===== config.mk =====
export PLATFORM = sky130hd
export DESIGN_NAME = mac_accum_stage
export DESIGN_NICKNAME = d
export VERILOG_FILES = /design/src/rtl/mac_accum_stage.sv
export SDC_FILE = /design/constraint.sdc
export NUM_CORES = 1
export LEC_CHECK = 0
export CELL_PAD_IN_SITES_DETAIL_PLACEMENT = 0
export CELL_PAD_IN_SITES_GLOBAL_PLACEMENT = 1
export CORE_ASPECT_RATIO = 2
export CORE_MARGIN = 2
export CORE_UTILIZATION = 44
export DETAILED_ROUTE_END_ITERATION = 7
export PLACE_DENSITY_LB_ADDON = 0.1
export REMOVE_ABC_BUFFERS = 1
export SYNTH_ARGS = -nofsm -noshare
export SYNTH_HDL_FRONTEND = slang
export SYNTH_SLANG_ARGS = --single-unit

===== constraint.sdc =====
create_clock -name clk -period 4.7 [get_ports clk]
set_input_delay 0.47 -clock clk [delete_from_list [all_inputs] [get_ports clk]]
set_output_delay 0.47 -clock clk [all_outputs]
set_load 0.005 [all_outputs]

===== src/rtl/mac_accum_stage.sv =====
// Accumulation/control stage behind a combinational MAC: injects a per-vector bias,
// sums a vector of MAC results with saturation and hands one result downstream.
module mac_accum_stage #(
    parameter int LEN   = 9,
    parameter int CNT_W = 8
) (
    input  logic               clk,
    input  logic               reset,
    input  logic               start,
    input  logic [CNT_W-1:0]   vec_len,
    input  logic [LEN-1:0]     bias,
    input  logic               in_valid,
    output logic               in_ready,
    input  logic [2*LEN-1:0]   mac_out,
    input  logic               mac_ovf,
    output logic [LEN-1:0]     pre_result,
    output logic               res_valid,
    input  logic               res_ready,
    output logic [2*LEN-1:0]   res_data,
    output logic               res_ovf,
    output logic               busy
);
    localparam int W = 2 * LEN;
    localparam logic [W-1:0] MAX_POS = {1'b0, {(W-1){1'b1}}};
    localparam logic [W-1:0] MIN_NEG = {1'b1, {(W-1){1'b0}}};

    typedef enum logic [1:0] {IDLE, ACCUM, OUT} state_t;

    state_t           state;
    logic [W-1:0]     acc;
    logic [CNT_W-1:0] cnt;
    logic [CNT_W-1:0] len_q;
    logic [LEN-1:0]   bias_q;
    logic             ovf_q;

    logic [W:0]       sum_wide;
    logic             sat;
    logic [W-1:0]     sum_sat;
    logic             beat;
    logic             last;

    // One guard bit: the two top bits disagree exactly when the sum left the W-bit range.
    always_comb begin
        sum_wide = {acc[W-1], acc} + {mac_out[W-1], mac_out};
        sat      = sum_wide[W] ^ sum_wide[W-1];
        sum_sat  = sum_wide[W-1:0];
        if (sat) begin
            sum_sat = sum_wide[W] ? MIN_NEG : MAX_POS;
        end
    end

    assign in_ready   = (state == ACCUM);
    assign res_valid  = (state == OUT);
    assign busy       = (state != IDLE);
    assign beat       = in_valid & in_ready;
    assign last       = (cnt == len_q - CNT_W'(1));
    assign pre_result = (state == ACCUM && cnt == '0) ? bias_q : '0;

    always_ff @(posedge clk or posedge reset) begin
        if (reset) begin
            state    <= IDLE;
            acc      <= '0;
            cnt      <= '0;
            len_q    <= '0;
            bias_q   <= '0;
            ovf_q    <= 1'b0;
            res_data <= '0;
            res_ovf  <= 1'b0;
        end else begin
            case (state)
                IDLE: begin
                    if (start) begin
                        len_q  <= vec_len;
                        bias_q <= bias;
                        acc    <= '0;
                        cnt    <= '0;
                        ovf_q  <= 1'b0;
                        if (vec_len != '0) begin
                            state <= ACCUM;
                        end else begin
                            // Empty vector: the result is the bias alone.
                            state    <= OUT;
                            res_data <= {{LEN{bias[LEN-1]}}, bias};
                            res_ovf  <= 1'b0;
                        end
                    end
                end
                ACCUM: begin
                    if (beat) begin
                        acc   <= sum_sat;
                        ovf_q <= ovf_q | mac_ovf | sat;
                        cnt   <= cnt + CNT_W'(1);
                        if (last) begin
                            res_data <= sum_sat;
                            res_ovf  <= ovf_q | mac_ovf | sat;
                            state    <= OUT;
                        end
                    end
                end
                OUT: begin
                    if (res_ready) begin
                        state <= IDLE;
                    end
                end
                default: state <= IDLE;
            endcase
        end
    end
endmodule


## Yosys cells after proc, flatten, opt, wreduce, memory -nomap -nowiden

Cells that the tools add are included.

- Flip-flop bits (word level): 65
- Output and inout port bits: 31
- Word-level logic and storage cells: 61
- Input port bits: 41

- Add/subtract/negate cells: 3
- Multiplexer cells: 28
- Reduce and logical (&&, ||, !) cells: 10
- Equal/unequal tests: 8
- Bitwise logic cells: 4

Operator list:

| operator | number |
|---|---|
| 18-bit two-way mux | 8 |
| 18-bit case mux with 2 select lines | 2 |
| 18-bit by 18-bit adder with 19-bit output | 1 |
| 8-bit two-way mux | 2 |
| 8-bit case mux with 2 select lines | 1 |
| 2-bit two-way mux | 5 |
| 9-bit two-way mux | 1 |
| 8-bit by 1-bit adder with 8-bit output, second input constant | 1 |
| 8-bit == test | 1 |
| 8-bit zero test | 1 |
| 8-bit nonzero test | 1 |
| 8-bit by 1-bit subtractor with 8-bit output, second input constant | 1 |
| 1-bit two-way mux | 6 |
| 2-bit by 1-bit != test with 1-bit output, second input constant | 3 |
| 2-bit case mux with 3 select lines | 1 |
| 5-bit AND reduction | 1 |
| 2-bit != test, second input constant | 2 |
| 1-bit case mux with 2 select lines | 2 |
| 4-bit AND reduction | 1 |
| 2-bit nonzero test | 2 |
| 3-bit AND reduction | 1 |
| 2-bit by 1-bit == test with 1-bit output, second input constant | 1 |
| 2-bit == test, second input constant | 1 |
| 2-bit zero test | 1 |
| 5 further kinds | 6 |

## Logic depth before layout (Yosys ltp)

Gate-level depths: netlist (run 1).

- Word-level depth: 6
- Gate-level depth with buffers: 12
- Gate-level depth less buffers: 10

## Least setup slack after synthesis (run 1)

Ideal clock, no wire load.

- Path kind: input to register
- Start: input mac_out[0]
- End: register acc[7]
- Required time: 4,574 ps
- Arrival time: 2,585 ps
- Cell stages on the path: 11
- Slack: 1,989 ps
- Buffers on the path: 1
- Library setup time: 126 ps
- Cells stage by stage: ha_1 > fa_1 > a21oi_1 > nand3b_1 > and2_4 > o31ai_4 > o2bb2ai_4 > a21oi_4 > and2_1 > buf_6 > a221o_1

- Longest elaborated chain between the ends: 5
- Elaborated cells on any way between the ends: 6
- Classes of those cells: 1 x add/sub; 4 x mux; 1 x bitwise

Ends and longest elaborated chain:

| item | RTL line | text |
|---|---|---|
| start, declared | 14 | `input logic [2*LEN-1:0] mac_out,` |
| 18-bit by 18-bit adder with 19-bit output * | 44 | `sum_wide = {acc[W-1], acc} + {mac_out[W-1], mac_out};` |
| 18-bit two-way mux / 1-bit XOR (equally long branches) | 48, 45 |  |
| 18-bit two-way mux * | 47 | `if (sat) begin` |
| 18-bit two-way mux * | 89 | `if (beat) begin` |
| 18-bit case mux with 2 select lines * | 70 | `case (state)` |
| end signal, assigned | 90 | `acc <= sum_sat;` |
| end, declared | 30 | `logic [W-1:0] acc;` |

Mark *: on every way between the ends. The rest lies on a longest branch, timed or not. The select of a mux whose other input is x is not followed.
A chain may end at the register's enable or synchronous reset.

## Worst setup path after layout (run 1)

- Start: register state[1]
- End: output pre_result[3]

- Longest elaborated chain between the ends: 3

Ends and longest elaborated chain:

| item | RTL line | text |
|---|---|---|
| start, declared | 29 | `state_t state;` |
| start signal, assigned | 61 | `state <= IDLE;` |
| start signal, assigned | 79 | `state <= ACCUM;` |
| start signal, assigned | 82 | `state <= OUT;` |
| 2-bit by 1-bit == test with 1-bit output | 57 | `assign pre_result = (state == ACCUM && cnt == '0) ? bias_q : '0;` |
| 1-bit logical AND | 57 |  |
| 9-bit two-way mux | 57 |  |
| end, declared | 16 | `output logic [LEN-1:0] pre_result,` |

No other way between the ends.

==> results of run 1 <==
==> logic make-up after synthesis <==
kind of cell | Yosys count
buffers and inverters | 28
muxes | 17
and+or+nand+nor | 165
adders and majority gates | 22
DFF | 65
xor gates and xnor gates | 22
AOI/OAI and AO/OA | 121
==> worst max-delay path, delay by kind of cell (launching register included) <==
kind / cells / cell delay [ps]
simple gates: 4 / 1760
buf+inv: 2 / 960
flops: 1 / 420
==> path summary, 6_finish.rpt <==
check / endpoint / cells past startpoint
min: ovf_q$_DFFE_PP0P_ / 2
max reg2reg: res_data[1]$_DFFE_PP0P_ / 10
min reg2reg: ovf_q$_DFFE_PP0P_ / 2
min in group asynchronous: len_q[1]$_DFFE_PP0P_ / 2
max: pre_result[3] / 6
max in group asynchronous: res_data[3]$_DFFE_PP0P_ / 3
==> power by group <==
part           total, uW  switching (uW)  internal [uW]
sequential          1040             213            824
combinational       2300            1290           1010
clock                700             258            442
total               4040            1760           2280
==> metrics by stage <==
stage / area (um^2) / utilization / hold WS (ps) / total power, uW
after floorplan: 4070 / - / 451 / 2500
after global placement: 4930 / 0.533 / 471 / 3320
after detailed placement: 4930 / 0.533 / 476 / 3360
after CTS: 5250 / 0.566 / 488 / 4070
after global routing: 5250 / 0.566 / 517 / 4340
final: 5250 / 0.566 / 491 / 4040
==> layer usage <==
metal | GRT usage | up-vias | wire [um]
met5 | 0 | - | 0
met4 | 0.0984 | 0 | 410
met3 | 0.0298 | 28 | 359
met2 | 0.499 | 89 | 7280
met1 | 0.251 | 1745 | 4270
li1 | - | 1730 | -
==> state kept, by name, summed over array words and instances, names as in the netlist <==
register and cells:
cnt 8, len_q 8, res_ovf 1, bias_q 9, ovf_q 1, res_data 18
state 2, acc 18
==> layout by cell type, fill, tap and decap left out, types with 8 or more instances in the layout <==
cell type / synthesis / final
nor2_1: 40 / 39
o211ai_1: 8 / 8
a21oi_1: 44 / 44
xor2_1: 12 / 12
nor3_1: 8 / 8
mux2_2: 16 / 16
ha_1: 21 / 21
clkdlybuf4s50_1: 0 / 71
xnor2_1: 9 / 9
o21ai_0: 24 / 24
and2_1: 14 / 14
dfrtp_1: 65 / 65
nand3_1: 17 / 17
clkbuf_16: 0 / 9
inv_1: 15 / 14
nand2_1: 41 / 41
==> final cells by class <==
type	count	area [um^2]	share of cell area
flip-flops and latches	65	1630	0.310
inverters	15	56.3	0.0107
clock buffers	11	253	0.0482
clock inverters	5	60.1	0.0115
repair buffers	73	726	0.138
multi-input cells	347	2390	0.456
well taps	104	130	0.0248
==> metrics.md, run 1 <==
| Metric | Value |
|---|---|
| Post-synthesis sequential area ratio | `0.392` |
| YS warnings | `0` |
| Setup TNS | `0 ps` |
| Worst path slowest cell | `nor4_1` |
| GPL Wtd Cong | `0.905` |
| Post-synth EDFFs | `0` |
| Largest net degree at the start of global routing | `46` |
| Clock tree buffer depth | `2` |
| Status | `complete, no violations` |
| CP startpoint kind | `register` |
| H-tree levels | `3` |
| R2R setup slack | `1660 ps` |
| Tot GR Track Use | `0.251` |
| Maximum clock frequency | `0.253 GHz` |
| Slew @ Worst Pin | `1250 ps` |
| Post-synth ARST share | `1.00` |
| Total grt overflow | `0` |
| Multiplexer area fraction after synthesis | `0.0459` |
| Worst setup path class | `reg2out` |
| Postcts setup bufs | `0` |
| Worst hold start | `ovf_q$_DFFE_PP0P_` |
| Fin. max-slew vios | `0` |
| CP max stage delay | `960 ps` |
| Unrepaired setup endpoints after global routing | `no` |
| Worst r2r src | `len_q[0]$_DFFE_PP0P_` |
| Post-synth cell types | `67` |
| Clk root buf | `clkbuf_16` |
| Worst hold path class | `reg2reg` |
| ANT nets after route | `0` |
| Maxcap violations | `0` |
| Synth top cells by count | `65 x dfrtp_1, 44 x a21oi_1, 41 x nand2_1, 40 x nor2_1, 24 x o21ai_0` |
| CTS sink count | `65` |
| Cts bufs inserted | `9` |
| Xor and xnor area share after synthesis | `0.0510` |
| Initial antenna violation count | `0` |
| Vias in the first global route | `3692` |
| Static Leak | `0.00221 uW` |
| Hold Vio Cnt, Final | `0` |
| PostCTS Resize Cnt | `0` |
| Cell Pwr Density | `771 nW/um^2` |
| Via/cell ratio | `5.79` |
| CP startpoint | `state[1]$_DFFE_PP0P_` |
| # port buffers | `71` |
| Max Clock Skew | `9.25 ps` |
| Ranking of synthesized cells by area | `dfrtp_1 39%, ha_1 6.3%, a21oi_1 5.3%, mux2_2 4.3%, nand2_1 3.7%` |
| Most common flop cell mapped by yosys | `dfrtp_1` |
| # setup viols final | `0` |
| Chip height | `141 um` |
| Clock latency on the worst-skew pair | `340 ps` |
| Number of synthesized register bits | `65` |
| Routed wire length | `12300 um` |
| Post-route minimum period | `3950 ps` |
| Clk pin slew, worst setup/hold paths | `60 ps` |
| Adder-cell share of the synthesized area | `0.0682` |
| Cell area after synthesis | `4150 um^2` |
| Crit-path max FO | `13` |
| VDD IR max | `0.000376 V` |
| Drt wl/cell | `19.9 um` |
| Cell count after synthesis | `440` |
| Req. time, crit path | `4230 ps` |
| Post-synth top area share | `0.392` |
| Mean post-synth cell area | `9.42 um^2` |
| Layout cells sized above 1 | `0.110` |
| Most common cell in the synthesized netlist | `dfrtp_1` |
| HPWL after DPL | `9730 um` |
| Area Overhead vs Synth | `26.5%` |
| Via count | `3592` |
| Pre-CTS setup slack | `1070 ps` |
| First-pass GRT wire length | `19200 um` |
| CTS Hold Bufs | `0` |
| CTS tree | `done` |
| # rows | `50` |
| Drt first pass iters | `4` |
| DR DRC count | `0` |
| Simple logic cell fraction of the synthesized area | `0.209` |
| # fillers | `878` |
| Core ar. | `9260 um^2` |
| DRT iter0 DRCs | `201` |
| Initial Utilization | `0.448` |
| Compound-Gate Fraction of Synth Area | `0.203` |
| Placed Instances | `604` |
| Crit path arrival time | `3480 ps` |
| Die footprint | `10300 um^2` |
| Die width | `72.6 um` |
| Cell taking the most area after synthesis | `dfrtp_1` |
| Final Non-Filler Cells | `620` |
| Worst Setup Slack, final | `749 ps` |
| CP endpoint kind | `output port` |
| Max-slew headroom | `0.158` |
| Largest family of logic cells by synthesized area | `simple AND/OR/NAND/NOR gates` |
| Final Cycle Share | `0.841` |
| Layout Nets | `574` |
| N_diodes | `0` |
| Top Ports | `72` |
| Worst-path cell chain | `nand2b_1 > inv_1 > nand2_1 > nor4_1 > and2_1 > clkdlybuf4s50_1` |
(Power assumes the default switching activity.)
==> run 2, diff against run 1 <==
CORE_UTILIZATION = 37   (was 44)
clock period = 3.6 ns   (was 4.7 ns; I/O delays follow)
==> run 2 against run 1 <==
  * Clock-buffer cell count increased by 1
  * Via count down 0.45%
  * Worst hold slack gained 2.5 ps
  * Cell count grew 7.1%
  * Utilization decreased by 7.7 points
  * Critical path type is now reg2reg
  * Critical endpoint is now res_data[11]$_DFFE_PP0P_
  * Largest power group unchanged
==> metrics.md, run 2 (synthesis results as in run 1) <==
| Metric | Value |
|---|---|
| Status | `complete, no violations` |
| Core ar. | `10900 um^2 (+18%)` |
| Fin. max-slew vios | `0 (unchanged)` |
| Worst hold start | `bias_q[4]$_DFFE_PP0P_` |
| Setup TNS | `0 ps (unchanged)` |
| DRT iter0 DRCs | `146 (-27%)` |
| DR DRC count | `0 (unchanged)` |
| PostCTS Resize Cnt | `0 (unchanged)` |
| Clock tree buffer depth | `2 (unchanged)` |
| Static Leak | `0.00225 uW (+1.7%)` |
| Tot GR Track Use | `0.223 (-0.0285)` |
| Worst setup path class | `reg2reg` |
| Total grt overflow | `0 (unchanged)` |
| CP max stage delay | `700 ps (-260 ps)` |
| Max Clock Skew | `5.15 ps (-4.10 ps)` |
| Vias in the first global route | `3769 (+2.1%)` |
| Initial Utilization | `0.379 (-0.0690)` |
| First-pass GRT wire length | `20300 um (+5.8%)` |
| Crit path arrival time | `3330 ps (-150 ps)` |
| Top Ports | `72 (unchanged)` |
| Drt first pass iters | `4 (unchanged)` |
| Clock latency on the worst-skew pair | `330 ps (about the same)` |
| Hold Vio Cnt, Final | `0 (unchanged)` |
| CP endpoint kind | `register` |
| CTS Hold Bufs | `0 (unchanged)` |
| Delay-heaviest family, CP | `simple AND/OR/NAND/NOR gates` |
| Slew @ Worst Pin | `960 ps (-291 ps)` |
| Clk root buf | `clkbuf_16` |
| VDD IR max | `0.000382 V (+1.7%)` |
| Maximum clock frequency | `0.318 GHz` |
| # rows | `54 (+8.0%)` |
| Routed wire length | `12700 um (+3.2%)` |
| Largest net degree at the start of global routing | `44 (-4.3%)` |
| Layout cells sized above 1 | `0.124 (+0.0136)` |
| Via/cell ratio | `5.39 (-7.0%)` |
| GPL Wtd Cong | `0.874 (-3.4%)` |
| # setup viols final | `0 (unchanged)` |
| Die footprint | `12100 um^2 (+18%)` |
| Initial antenna violation count | `0 (unchanged)` |
| Worst hold path class | `reg2reg` |
| Cts bufs inserted | `9 (unchanged)` |
| Area Overhead vs Synth | `29.2%` |
| Dpl cell area | `5040 um^2 (+2.1%)` |
| ANT nets after route | `0 (unchanged)` |
| Req. time, crit path | `3780 ps (-450 ps)` |
| Worst-path cell chain | `inv_1 > ha_1 > nor3b_1 > a21oi_1 > nor4b_1 > o211ai_1 > nand2_1 > nand3_4 > nor3b_2 > a21oi_1` |
| Postcts setup bufs | `0 (unchanged)` |
| HPWL after DPL | `9990 um (+2.7%)` |
| Via count | `3576 (-0.45%)` |
| CTS tree | `done` |
| Chip height | `154 um (+8.8%)` |
| Crit-path max FO | `10 (-3)` |
| Most frequent cells in the layout | `71 x clkdlybuf4s50_1, 65 x dfrtp_1, 44 x a21oi_1` |
| Most common cell after layout, fill and taps aside | `clkdlybuf4s50_1` |
| # port buffers | `71 (unchanged)` |
| Max-slew headroom | `0.359 (+0.201)` |
| Worst r2r src | `len_q[0]$_DFFE_PP0P_` |
| CP startpoint | `len_q[0]$_DFFE_PP0P_` |
| Hold_ws | `494 ps (+2.51 ps)` |
| Fin util | `0.489 (-0.0773)` |
| Final Power | `5330 uW (+32%)` |
| Worst path most repeated cell | `a21oi_1` |
| Cell Pwr Density | `996 nW/um^2 (+29%)` |
| Clk pin slew, worst setup/hold paths | `50 ps (about the same)` |
| Maxcap violations | `0 (unchanged)` |
| Layout Nets | `582 (+1.4%)` |
| Drt wl/cell | `19.1 um (-3.6%)` |
| Die width | `78.8 um (+8.6%)` |
| CTS sink count | `65 (unchanged)` |
| Unrepaired setup endpoints after global routing | `no` |
| CP startpoint kind | `register` |
| CP Buf/Inv Count | `1 (-1)` |
| Final instance area | `5350 um^2 (+2.1%)` |
| Worst path slowest cell | `nor3b_2` |
| H-tree levels | `3 (unchanged)` |
| Final Cycle Share | `0.874` |
| Post-route minimum period | `3150 ps` |
| Top flop regs | `acc: 18 flops, res_data: 18 flops, bias_q: 9 flops` |
| N_diodes | `0 (unchanged)` |
[run 2: changes by cell type in the layout (fill, tap and decap cells not counted)]
| cell | before | now |
|---|---|---|
| clkinvlp_4 | 1 | 2 |
| inv_6 | 2 | 0 |
| buf_4 | 2 | 10 |
| clkbuf_8 | 2 | 3 |
[run 2: report_power, final]
group          internal (uW)  switching [uW]  total, uW
combinational           1390            1680       3060
clock                    591             331        922
sequential              1080             270       1350
total                   3050            2280       5330
[run 2: final timing paths]
kind	end	slack, ps	cells after the start
max in group asynchronous	res_data[3]$_DFFE_PP0P_	2280	3
worst min register to register	bias_q[4]$_DFFE_PP0P_	490	1
worst max-delay path	res_data[11]$_DFFE_PP0P_	450	10
min in group asynchronous	len_q[7]$_DFFE_PP0P_	560	2
worst min-delay path	bias_q[4]$_DFFE_PP0P_	490	1
worst max register to register	res_data[11]$_DFFE_PP0P_	450	10
[run 2: cell type report]
| type | instances | area, um^2 |
|---|---|---|
| Multi-Input combinational cell | 347 | 2390 |
| Tap cell | 140 | 175 |
| Clock buffer | 12 | 267 |
| Sequential cell | 65 | 1630 |
| Inverter | 15 | 56.3 |
| Fill cell | 1116 | 5590 |
| Clock inverter | 4 | 50.0 |
| Timing Repair Buffer | 81 | 786 |
[run 2: routing by layer]
metal,share of wire,global-route usage
met1,0.35,0.222
met2,0.60,0.442
met3,0.023,0.0370
met4,0.028,0.0870
met5,0,0
[run 2: metrics by stage]
step                instances  setup slack [ps]
CTS                       664               451
finish                    664               455
global placement          648               170
global route              664               260
detailed placement        648               119
floorplan                 427              1010
==> run 3, diff against run 2 <==
clock period = 2.77 ns   (was 3.6 ns; I/O delays follow)
==> run 3 against run 2 <==
  * Register-to-register slack got worse by 360 ps
  * Critical path depth did not move
  * Cell count rose by 8.0%
  * Clock skew barely moved
  * Setup slack got worse by 360 ps
  * Highest routed layer unchanged
  * Non-clock buffer count rose by 53
  * Clock-buffer cell count fell by 2
  * Sequential cell count did not move
  * Largest power group unchanged
  * Die area did not move
==> metrics.md, run 3 (synthesis results as in run 1) <==
| Metric | Value |
|---|---|
| N_diodes | `0 (unchanged)` |
| Reg area | `1630 um^2 (about the same)` |
| Core ar. | `10900 um^2 (unchanged)` |
| Drt wl/cell | `18.9 um (-1.2%)` |
| Layout Nets | `635 (+9.1%)` |
| Area Overhead vs Synth | `40.7%` |
| Via/cell ratio | `5.35 (-0.68%)` |
| ANT nets after route | `0 (unchanged)` |
| Worst hold path class | `in2async` |
| R2R setup slack | `90 ps (-360 ps)` |
| # setup viols final | `0 (unchanged)` |
| Crit-path max FO | `6 (-4)` |
| Layout cells sized above 1 | `0.215 (+0.0909)` |
| # port buffers | `71 (unchanged)` |
| Slew @ Worst Pin | `521 ps (-439 ps)` |
| Cell Pwr Density | `1320 nW/um^2 (+32%)` |
| Clock tree buffer depth | `2 (unchanged)` |
| Routed wire length | `13600 um (+6.7%)` |
| VDD IR max | `0.000615 V (+61%)` |
| Final Cycle Share | `0.967 (+0.0934)` |
| GPL Wtd Cong | `0.873 (-0.13%)` |
| Multi-input gate area | `2430 um^2 (+1.6%)` |
| Cts bufs inserted | `9 (unchanged)` |
| Max Clock Skew | `5.35 ps (+0.202 ps)` |
| # rows | `54 (unchanged)` |
| First-pass GRT wire length | `21300 um (+4.7%)` |
| Status | `complete, no violations` |
| Setup TNS | `0 ps (unchanged)` |
| Most frequent cells in the layout | `66 x clkdlybuf4s50_1, 64 x dfrtp_1, 61 x buf_4` |
| Maximum clock frequency | `0.373 GHz (+17%)` |
| Req. time, crit path | `2980 ps (-800 ps)` |
| HPWL after DPL | `10700 um (+6.9%)` |
| Hold Vio Cnt, Final | `0 (unchanged)` |
| Drt first pass iters | `4 (unchanged)` |
| Most common cell after layout, fill and taps aside | `clkdlybuf4s50_1` |
| Initial Utilization | `0.379 (unchanged)` |
| DRT iter0 DRCs | `178 (+22%)` |
| Total grt overflow | `0 (unchanged)` |
| Fin. max-slew vios | `0 (unchanged)` |
| CTS sink count | `65 (unchanged)` |
| Via count | `3835 (+7.2%)` |
| Unrepaired setup endpoints after global routing | `no` |
| CTS Hold Bufs | `0 (unchanged)` |
| Top Ports | `72 (unchanged)` |
| Final instance area | `5830 um^2 (+8.9%)` |
| CTS tree | `done` |
| Crit path arrival time | `2890 ps (-440 ps)` |
| H-tree levels | `3 (unchanged)` |
| CP startpoint | `acc[0]$_DFFE_PP0P_` |
| Worst setup path class | `reg2reg` |
| Top flop regs | `acc: 18 flops, res_data: 18 flops, bias_q: 9 flops` |
| Clock latency on the worst-skew pair | `330 ps (about the same)` |
| CP endpoint kind | `register` |
| Worst r2r src | `acc[0]$_DFFE_PP0P_` |
| Clk pin slew, worst setup/hold paths | `60 ps (about the same)` |
| Vias in the first global route | `4075 (+8.1%)` |
| Initial antenna violation count | `0 (unchanged)` |
| Chip height | `154 um (unchanged)` |
| Die width | `78.8 um (unchanged)` |
| Post-route minimum period | `2680 ps (-466 ps)` |
| Maxcap violations | `0 (unchanged)` |
| Max-slew headroom | `0.649 (+0.290)` |
| Static Leak | `0.00261 uW (+16%)` |
| Largest net degree at the start of global routing | `38 (-14%)` |
| Dpl cell area | `5400 um^2 (+7.1%)` |
| Clk root buf | `clkbuf_16` |
| Tot GR Track Use | `0.234 (+0.0108)` |
| # fillers | `1051 (-5.8%)` |
| CP startpoint kind | `register` |
| Die footprint | `12100 um^2 (unchanged)` |
| DR DRC count | `0 (unchanged)` |
[run 3: cell count changes in the layout (fill, tap and decap cells not counted), moves of 2 or more]
cell             delta
clkdlybuf4s50_1     -5
dlymetal6s2s_1      +5
clkbuf_8            -2
buf_4              +51
[run 3: what timing repair did]
item / CTS / global route
setup endpoints to repair: 0 / 27
buffers inserted: 0 / 6
endpoints found under the hold margin: 0 / 0
resized for setup: 0 / 18
[run 3: area by class of cell]
class,instances,area share
clock buffer,10,0.0410
sequential,65,0.279
timing repair buffer,134,0.208
inverter,15,0.00965
tap,140,0.0300
multi-input combinational,347,0.417
clock inverter,6,0.0154
[run 3: final timing paths]
kind                            cells after the start                     to
worst max-delay path                               10     acc[7]$_DFFE_PP0P_
worst min-delay path                                2  bias_q[0]$_DFFE_PP0P_
worst max register to register                     10     acc[7]$_DFFE_PP0P_
worst min register to register                      2      ovf_q$_DFFE_PP0P_
max in group asynchronous                           3     cnt[0]$_DFFE_PP0P_
min in group clk                                    2      ovf_q$_DFFE_PP0P_
[run 3: where the power goes]
| group | switching [uW] | internal [uW] | leakage, uW |
|---|---|---|---|
| registers | 370 | 1400 | 0.000790 |
| clock network | 446 | 815 | 0.000159 |
| logic | 2350 | 2300 | 0.00167 |
[run 3: worst max-delay path: stages (launching register included)]
cell       delay (ps)
dfrtp_1           400
ha_1              220
fa_1              410
a21oi_1           190
nand3b_1          190
and2_4            190
o31ai_4            90
o2bb2ai_4         200
a21oi_4            80
and2_1            230
a221o_1           350
[run 3: metrics by stage]
stage / worst slack, ps / hold slack, ps / total power, uW / utilization / cells
global placement: -133 / 465 / 6210 / 0.493 / 694
detailed placement: -190 / 476 / 6300 / 0.493 / 694
finish: 91.3 / 175 / 7680 / 0.533 / 717
floorplan: 183 / 394 / 4240 / - / 427
CTS: 88.4 / 168 / 7590 / 0.523 / 710
global route: 0.610 / 180 / 8290 / 0.533 / 717
[run 3: metal layers]
metal	track usage	vias up	share of wire
met5	0	-	0
met4	0.105	0	0.035
met3	0.0370	30	0.024
met2	0.470	84	0.60
met1	0.220	1871	0.34
li1	-	1850	-
